### config.mk
export PLATFORM = sky130hd
export DESIGN_NAME = uart_register_loader_flat
export DESIGN_NICKNAME = d
export VERILOG_FILES = /design/src/rtl/uart_register_loader_if.sv /design/src/rtl/uart_register_loader.sv /design/src/flat_wrapper.sv
export SDC_FILE = /design/constraint.sdc
export NUM_CORES = 1
export LEC_CHECK = 0
export CAP_MARGIN = 10
export CORE_UTILIZATION = 40
export CTS_CLUSTER_DIAMETER = 100
export DETAILED_ROUTE_END_ITERATION = 12
export SLEW_MARGIN = 15
export SYNTH_ARGS = -nofsm -noshare
export SYNTH_HDL_FRONTEND = slang
export SYNTH_SLANG_ARGS = --single-unit
### constraint.sdc
create_clock -name clk -period 3.57 [get_ports clk]
set_input_delay 0.5355 -clock clk [delete_from_list [all_inputs] [get_ports clk]]
set_output_delay 0.5355 -clock clk [all_outputs]
set_load 0.1 [all_outputs]
### src/rtl/uart_register_loader_if.sv
// Bundle between the baud prescaler / RX pin and the APU register file.
interface uart_register_loader_if;
    logic       baud_en;
    logic       rx;
    logic [7:0] data;
    logic       valid;
    logic       frame_err;
    logic [4:0] addr;
    logic [7:0] wdata;
    logic       we;
    logic       busy;

    modport master (
        output baud_en, rx,
        input  data, valid, frame_err, addr, wdata, we, busy
    );

    modport slave (
        input  baud_en, rx,
        output data, valid, frame_err, addr, wdata, we, busy
    );
endinterface

### src/rtl/uart_register_loader.sv
// 8N1 UART receiver that pairs an address byte (100a_aaaa) with the next
// data byte and issues one APU register write.
//   state | meaning
//   IDLE  | waiting for a low rx sample on a baud tick
//   START | counting to mid start bit, rejecting glitches
//   DATA  | sampling 8 data bits at mid bit, LSB first
//   STOP  | sampling stop bit, then straight back to IDLE
module uart_register_loader #(
    parameter int OVERSAMPLE = 16
) (
    input  logic                  clk,
    input  logic                  rst,
    uart_register_loader_if.slave bus
);

    localparam int TCW = (OVERSAMPLE > 16) ? $clog2(OVERSAMPLE) : 4;
    localparam logic [TCW-1:0] TC_HALF = TCW'(OVERSAMPLE / 2 - 1);
    localparam logic [TCW-1:0] TC_FULL = TCW'(OVERSAMPLE - 1);

    typedef enum logic [1:0] {IDLE, START, DATA, STOP} state_t;

    state_t         state, state_nx;
    logic           rx_m, rx_s;
    logic [TCW-1:0] tc, tc_nx;
    logic [2:0]     bc, bc_nx;
    logic [7:0]     shreg, shreg_nx;
    logic           byte_done, byte_ok;
    logic           pending;
    logic [4:0]     addr_q;
    logic           is_addr;

    always_ff @(posedge clk or posedge rst) begin
        if (rst) begin
            rx_m <= 1'b1;
            rx_s <= 1'b1;
        end else begin
            rx_m <= bus.rx;
            rx_s <= rx_m;
        end
    end

    always_ff @(posedge clk or posedge rst) begin
        if (rst) begin
            state <= IDLE;
            tc    <= '0;
            bc    <= '0;
            shreg <= '0;
        end else begin
            state <= state_nx;
            tc    <= tc_nx;
            bc    <= bc_nx;
            shreg <= shreg_nx;
        end
    end

    always_comb begin
        state_nx  = state;
        tc_nx     = tc;
        bc_nx     = bc;
        shreg_nx  = shreg;
        byte_done = 1'b0;
        byte_ok   = 1'b0;
        if (bus.baud_en) begin
            case (state)
                IDLE: begin
                    if (!rx_s) begin
                        state_nx = START;
                        tc_nx    = '0;
                    end
                end
                START: begin
                    if (tc == TC_HALF) begin
                        tc_nx    = '0;
                        bc_nx    = '0;
                        state_nx = rx_s ? IDLE : DATA;
                    end else begin
                        tc_nx = tc + 1'b1;
                    end
                end
                DATA: begin
                    if (tc == TC_FULL) begin
                        tc_nx        = '0;
                        shreg_nx[bc] = rx_s;
                        if (bc == 3'd7) state_nx = STOP;
                        else            bc_nx    = bc + 1'b1;
                    end else begin
                        tc_nx = tc + 1'b1;
                    end
                end
                STOP: begin
                    // Leaving at mid stop bit leaves half a bit to catch a
                    // back-to-back start edge.
                    if (tc == TC_FULL) begin
                        tc_nx     = '0;
                        state_nx  = IDLE;
                        byte_done = 1'b1;
                        byte_ok   = rx_s;
                    end else begin
                        tc_nx = tc + 1'b1;
                    end
                end
                default: state_nx = IDLE;
            endcase
        end
    end

    assign is_addr = (shreg[7:5] == 3'b100);

    always_ff @(posedge clk or posedge rst) begin
        if (rst) begin
            bus.data      <= '0;
            bus.valid     <= 1'b0;
            bus.frame_err <= 1'b0;
            bus.addr      <= '0;
            bus.wdata     <= '0;
            bus.we        <= 1'b0;
            pending       <= 1'b0;
            addr_q        <= '0;
        end else begin
            bus.valid     <= 1'b0;
            bus.frame_err <= 1'b0;
            bus.we        <= 1'b0;
            if (byte_done) begin
                if (byte_ok) begin
                    bus.data  <= shreg;
                    bus.valid <= 1'b1;
                    if (is_addr) begin
                        addr_q  <= shreg[4:0];
                        pending <= 1'b1;
                    end else if (pending) begin
                        bus.addr  <= addr_q;
                        bus.wdata <= shreg;
                        bus.we    <= 1'b1;
                        pending   <= 1'b0;
                    end
                end else begin
                    bus.frame_err <= 1'b1;
                    pending       <= 1'b0;
                end
            end
        end
    end

    assign bus.busy = (state != IDLE);

endmodule

### src/flat_wrapper.sv
// flat-port wrapper written by rule: the top's interface ports become plain ports
module uart_register_loader_flat 
#(
    parameter int OVERSAMPLE = 16
)
  (clk, rst, bus_baud_en, bus_rx, bus_data, bus_valid, bus_frame_err, bus_addr, bus_wdata, bus_we, bus_busy);
  uart_register_loader_if bus_i ();
  input  logic clk;
  input  logic rst;
  input wire logic [$bits(bus_i.baud_en)-1:0] bus_baud_en;
  input wire logic [$bits(bus_i.rx)-1:0] bus_rx;
  output wire logic [$bits(bus_i.data)-1:0] bus_data;
  output wire logic [$bits(bus_i.valid)-1:0] bus_valid;
  output wire logic [$bits(bus_i.frame_err)-1:0] bus_frame_err;
  output wire logic [$bits(bus_i.addr)-1:0] bus_addr;
  output wire logic [$bits(bus_i.wdata)-1:0] bus_wdata;
  output wire logic [$bits(bus_i.we)-1:0] bus_we;
  output wire logic [$bits(bus_i.busy)-1:0] bus_busy;
  assign bus_i.baud_en = bus_baud_en;
  assign bus_i.rx = bus_rx;
  assign bus_data = bus_i.data;
  assign bus_valid = bus_i.valid;
  assign bus_frame_err = bus_i.frame_err;
  assign bus_addr = bus_i.addr;
  assign bus_wdata = bus_i.wdata;
  assign bus_we = bus_i.we;
  assign bus_busy = bus_i.busy;
  uart_register_loader #(.OVERSAMPLE(OVERSAMPLE)) u_core (.clk(clk), .rst(rst), .bus(bus_i));
endmodule
==> metrics.md <==
| Metric | Value |
|---|---|
| Status | finished clean |
| Crit path time final | 2.388 ns |
| Port buffer count | 28 |
| ANT nets after route | 0 |
| Rows | 26 |
| Synthesized area | around 2100 sq um |
| Max rail drop VDD | 0.2143 mV |
| Placeable Area | 5107 sq um |
| Vias/cell | just over 5 |
| Type of the worst min-delay path | register to register |
| Congestion Overflow GR | 0 |
| Synthesized Nets | 163 |
| Syn Area/Cell | ~14 sq um |
| Gr usage total | 0.1505 |
| # IOs | 29 |
| CP Launch Point | bus_baud_en |
| Comb power frac | 0.183 |
| DIE HEIGHT | roughly 75 um |
| Max Fclk | ~420 MHz |
| Startpoint Class | input port |
| # setup viols final | 0 |
| Clk pin slew, worst setup/hold paths | approximately 0.08 ns |
| Final slew viol count | 0 |
| RD Place Congestion | between 0.7 and 0.8 |
| CP Data Arrival Time | roughly 2.6 ns |
| Switching Fraction | 0.3114 |
| Sequential share of power | 0.559 |
| Final wirelength | around 3.7 mm |
| Hold Buf Count CTS | 0 |
| Initial antenna violation count | 0 |
| Post-cts resize count | 0 |
| Pin count of the biggest net entering global routing | 50 |
| Multi-input gate area | 837.1 sq um |
| Register area | approximately 1200 sq um |
| Setup CP Type | input port to register |
| Clock power share | 0.258 |
| Clk root buf | clkbuf_8 |
| Final Instance Count excl. Fillers | between 200 and 300 |
| Initial Utilization | 0.4172 |
| Detail Placement HPWL | roughly 2.6 mm |
| Worst Setup End Kind | register |
| Num CTS Buffers | 5 |
| Critical hold path startpoint | u_core.rx_m |
| Max-slew headroom | 0.3498 |
| Inst Count DP | 245 |
| Warning count from the yosys run | 0 |
| Pleak | 1.136 nW |
| DR WL/cell | roughly 15 um |
| Critical Path Fanout Max | 12 |
| Endpoints failing hold | 0 |
| Worst-Skew Late Latency | a little under 0.3 ns |
| Die Wd | between 70 and 80 um |
| Worst Max-Slew Pin Slew | around 0.97 ns |
| Ratio of cells with drive above 1 in the final layout | 0.2787 |
| FFs w/ async S/R, synth | 1.000 |
| Initial drt markers | 47 |
| Unrepaired setup endpoints after global routing | no |
| Post-synth EDFFs | 0 |
| Seq/Total Area, Yosys | 0.5766 |
| # diodes | 0 |
| CTS Sinks | 49 |
| H-tree Lvls | 2 |
| Power Internal | 0.0008260 W |
| Post-route DRC | 0 |
| Clk buf depth | 2 |
| Worst Clk Skew | 0.005463 ns |
| Worst EP required | roughly 3.7 ns |
| Fin nets | 189 |
| Count of cell types in the netlist | 40 |
| Vias in the first global route | 1328 |
| FF+latch count, synth | 49 |
| Worst R2R Start | u_core.tc[0] |
| TritonCTS clock tree | built |
| Die area | roughly 5600 sq um |
| Max_cap viols | 0 |
| 1st-pass router iterations | 4 |
| First-pass GRT wire length | 6.230 mm |
| Setup TNS | 0 ns |
| Post-route core utilization | 0.4951 |
| Area grow syn2layout | 18.67% |
| Post-Syn Instances | around 160 |
| Buffer count from post-CTS setup fixing | 0 |
| Filler Cell Count | 461 |
| Switching pwr | between 0.0003 and 0.0004 W |
| Vias | around 1300 |
| Most used DFF post-synth | dfrtp_1 |
| Period utilisation layout | 0.6689 |
| Pwr/cell area | around 470 nW/um^2 |
-- per-stage QoR --
step	total power [W]	cell area [sq um]	setup slack [ns]	hold WS, ns
floorplan	0.0008656	2131	1.419	0.3452
global route	0.001274	2529	1.108	0.3731
CTS	0.001218	2529	1.198	0.3636
detailed placement	0.0009019	2442	0.8928	0.3512
finish	0.001200	2529	1.182	0.3607
global placement	0.0008901	2442	1.011	0.3461
-- layout by cell type, fill, tap and decap left out, types with 2 or more instances in the layout --
cell type / synthesis / layout
a22o_1: 3 / 3
a31oi_1: 2 / 2
a32o_1: 4 / 4
and3_1: 2 / 2
clkbuf_8: 0 / 5
clkdlybuf4s50_1: 0 / 27
dfrtp_1: 47 / 47
dfstp_2: 2 / 2
ha_1: 3 / 3
inv_1: 3 / 2
mux2_2: 30 / 30
nand2_1: 9 / 9
nand2b_1: 2 / 2
nand3_1: 4 / 4
nand4_1: 3 / 3
nor2_1: 5 / 5
nor3_1: 2 / 2
nor4_1: 2 / 2
o21ai_0: 3 / 3
o31ai_1: 3 / 3
-- cell type report --
type / count / share of cell area
clock buffer: 6 / 0.02870
timing repair buffer: 28 / 0.1098
multi-input combinational: 95 / 0.3310
inverter: 3 / 0.004453
tap: 70 / 0.03464
sequential: 49 / 0.4859
clock inverter: 2 / 0.005443
-- synthesized netlist by cell type (2+ instances only) --
| cell type | instances | area [sq um] |
|---|---|---|
| a22o_1 | 3 | 26.28 |
| nand2b_1 | 2 | 12.51 |
| ha_1 | 3 | 37.54 |
| dfrtp_1 | 47 | 1176 |
| nand4_1 | 3 | 18.77 |
| nand3_1 | 4 | 20.02 |
| clkbuf_1 | 2 | 7.510 |
| buf_2 | 4 | 20.02 |
| nor3_1 | 2 | 10.01 |
| o31ai_1 | 3 | 22.52 |
| inv_1 | 3 | 11.26 |
| buf_4 | 2 | 15.01 |
| and3_1 | 2 | 12.51 |
| nand2_1 | 9 | 33.78 |
| nor2_1 | 5 | 18.77 |
| nor4_1 | 2 | 12.51 |
| o21ai_0 | 3 | 15.01 |
| a31oi_1 | 2 | 12.51 |
| a32o_1 | 4 | 40.04 |
| dfstp_2 | 2 | 52.55 |
| mux2_2 | 30 | 337.8 |
-- critical path, stage by stage --
cell and delay, ns:
clkdlybuf4s50_1 0.71, nand4_4 0.23, a211oi_4 0.68, mux2_2 0.41
-- cell families after synthesis --
group                      count (synthesis)  synth area share
buffers and inverters                     12           0.03053
xor gates and xnor gates                   1          0.004111
muxes                                     32            0.1703
AOI/OAI and AO/OA                         20           0.07810
adders and majority gates                  3           0.01762
DFF                                       49            0.5766
and+or+nand+nor                           39            0.1227
-- power by group through the flow --
stage                     Clock, W  Sequential [W]  Combinational, W
after floorplan                  0        0.000633          0.000233
after global placement           0        0.000677          0.000213
after detailed placement         0        0.000679          0.000223
after CTS                 0.000327        0.000669          0.000222
after global routing      0.000352        0.000679          0.000243
final                     0.000309        0.000670          0.000220
-- worst paths after layout --
check / to / slack [ns] / cells after the start
min: u_core.rx_s / 0.36 / 0
min in group asynchronous: u_core.bus.data[7] / 0.77 / 2
min reg2reg: u_core.rx_s / 0.36 / 0
max in group asynchronous: u_core.tc[0] / 2.19 / 2
max reg2reg: u_core.bus.wdata[0] / 1.42 / 4
max: u_core.bus.wdata[0] / 1.18 / 4
-- flip-flops by register name, indices dropped and copies added (netlist names), named ones only --
signal / cells
u_core.bus.data: 8
u_core.bus.wdata: 8
u_core.shreg: 8
u_core.addr_q: 5
u_core.bus.addr: 5
u_core.tc: 4
u_core.bc: 3
u_core.bus.frame_err: 1
u_core.bus.valid: 1
u_core.bus.we: 1
u_core.pending: 1
u_core.rx_m: 1
u_core.rx_s: 1
u_core.state: 1
-- layer usage --
metal / global-route usage / vias up / share of wire
met5: 0 / - / 0
met4: 0.04822 / 0 / 0.017
met3: 0.04685 / 8 / 0.038
met2: 0.2382 / 31 / 0.50
met1: 0.1983 / 643 / 0.45
li1: - / 622 / -
Power figures use the tool's default switching activity.
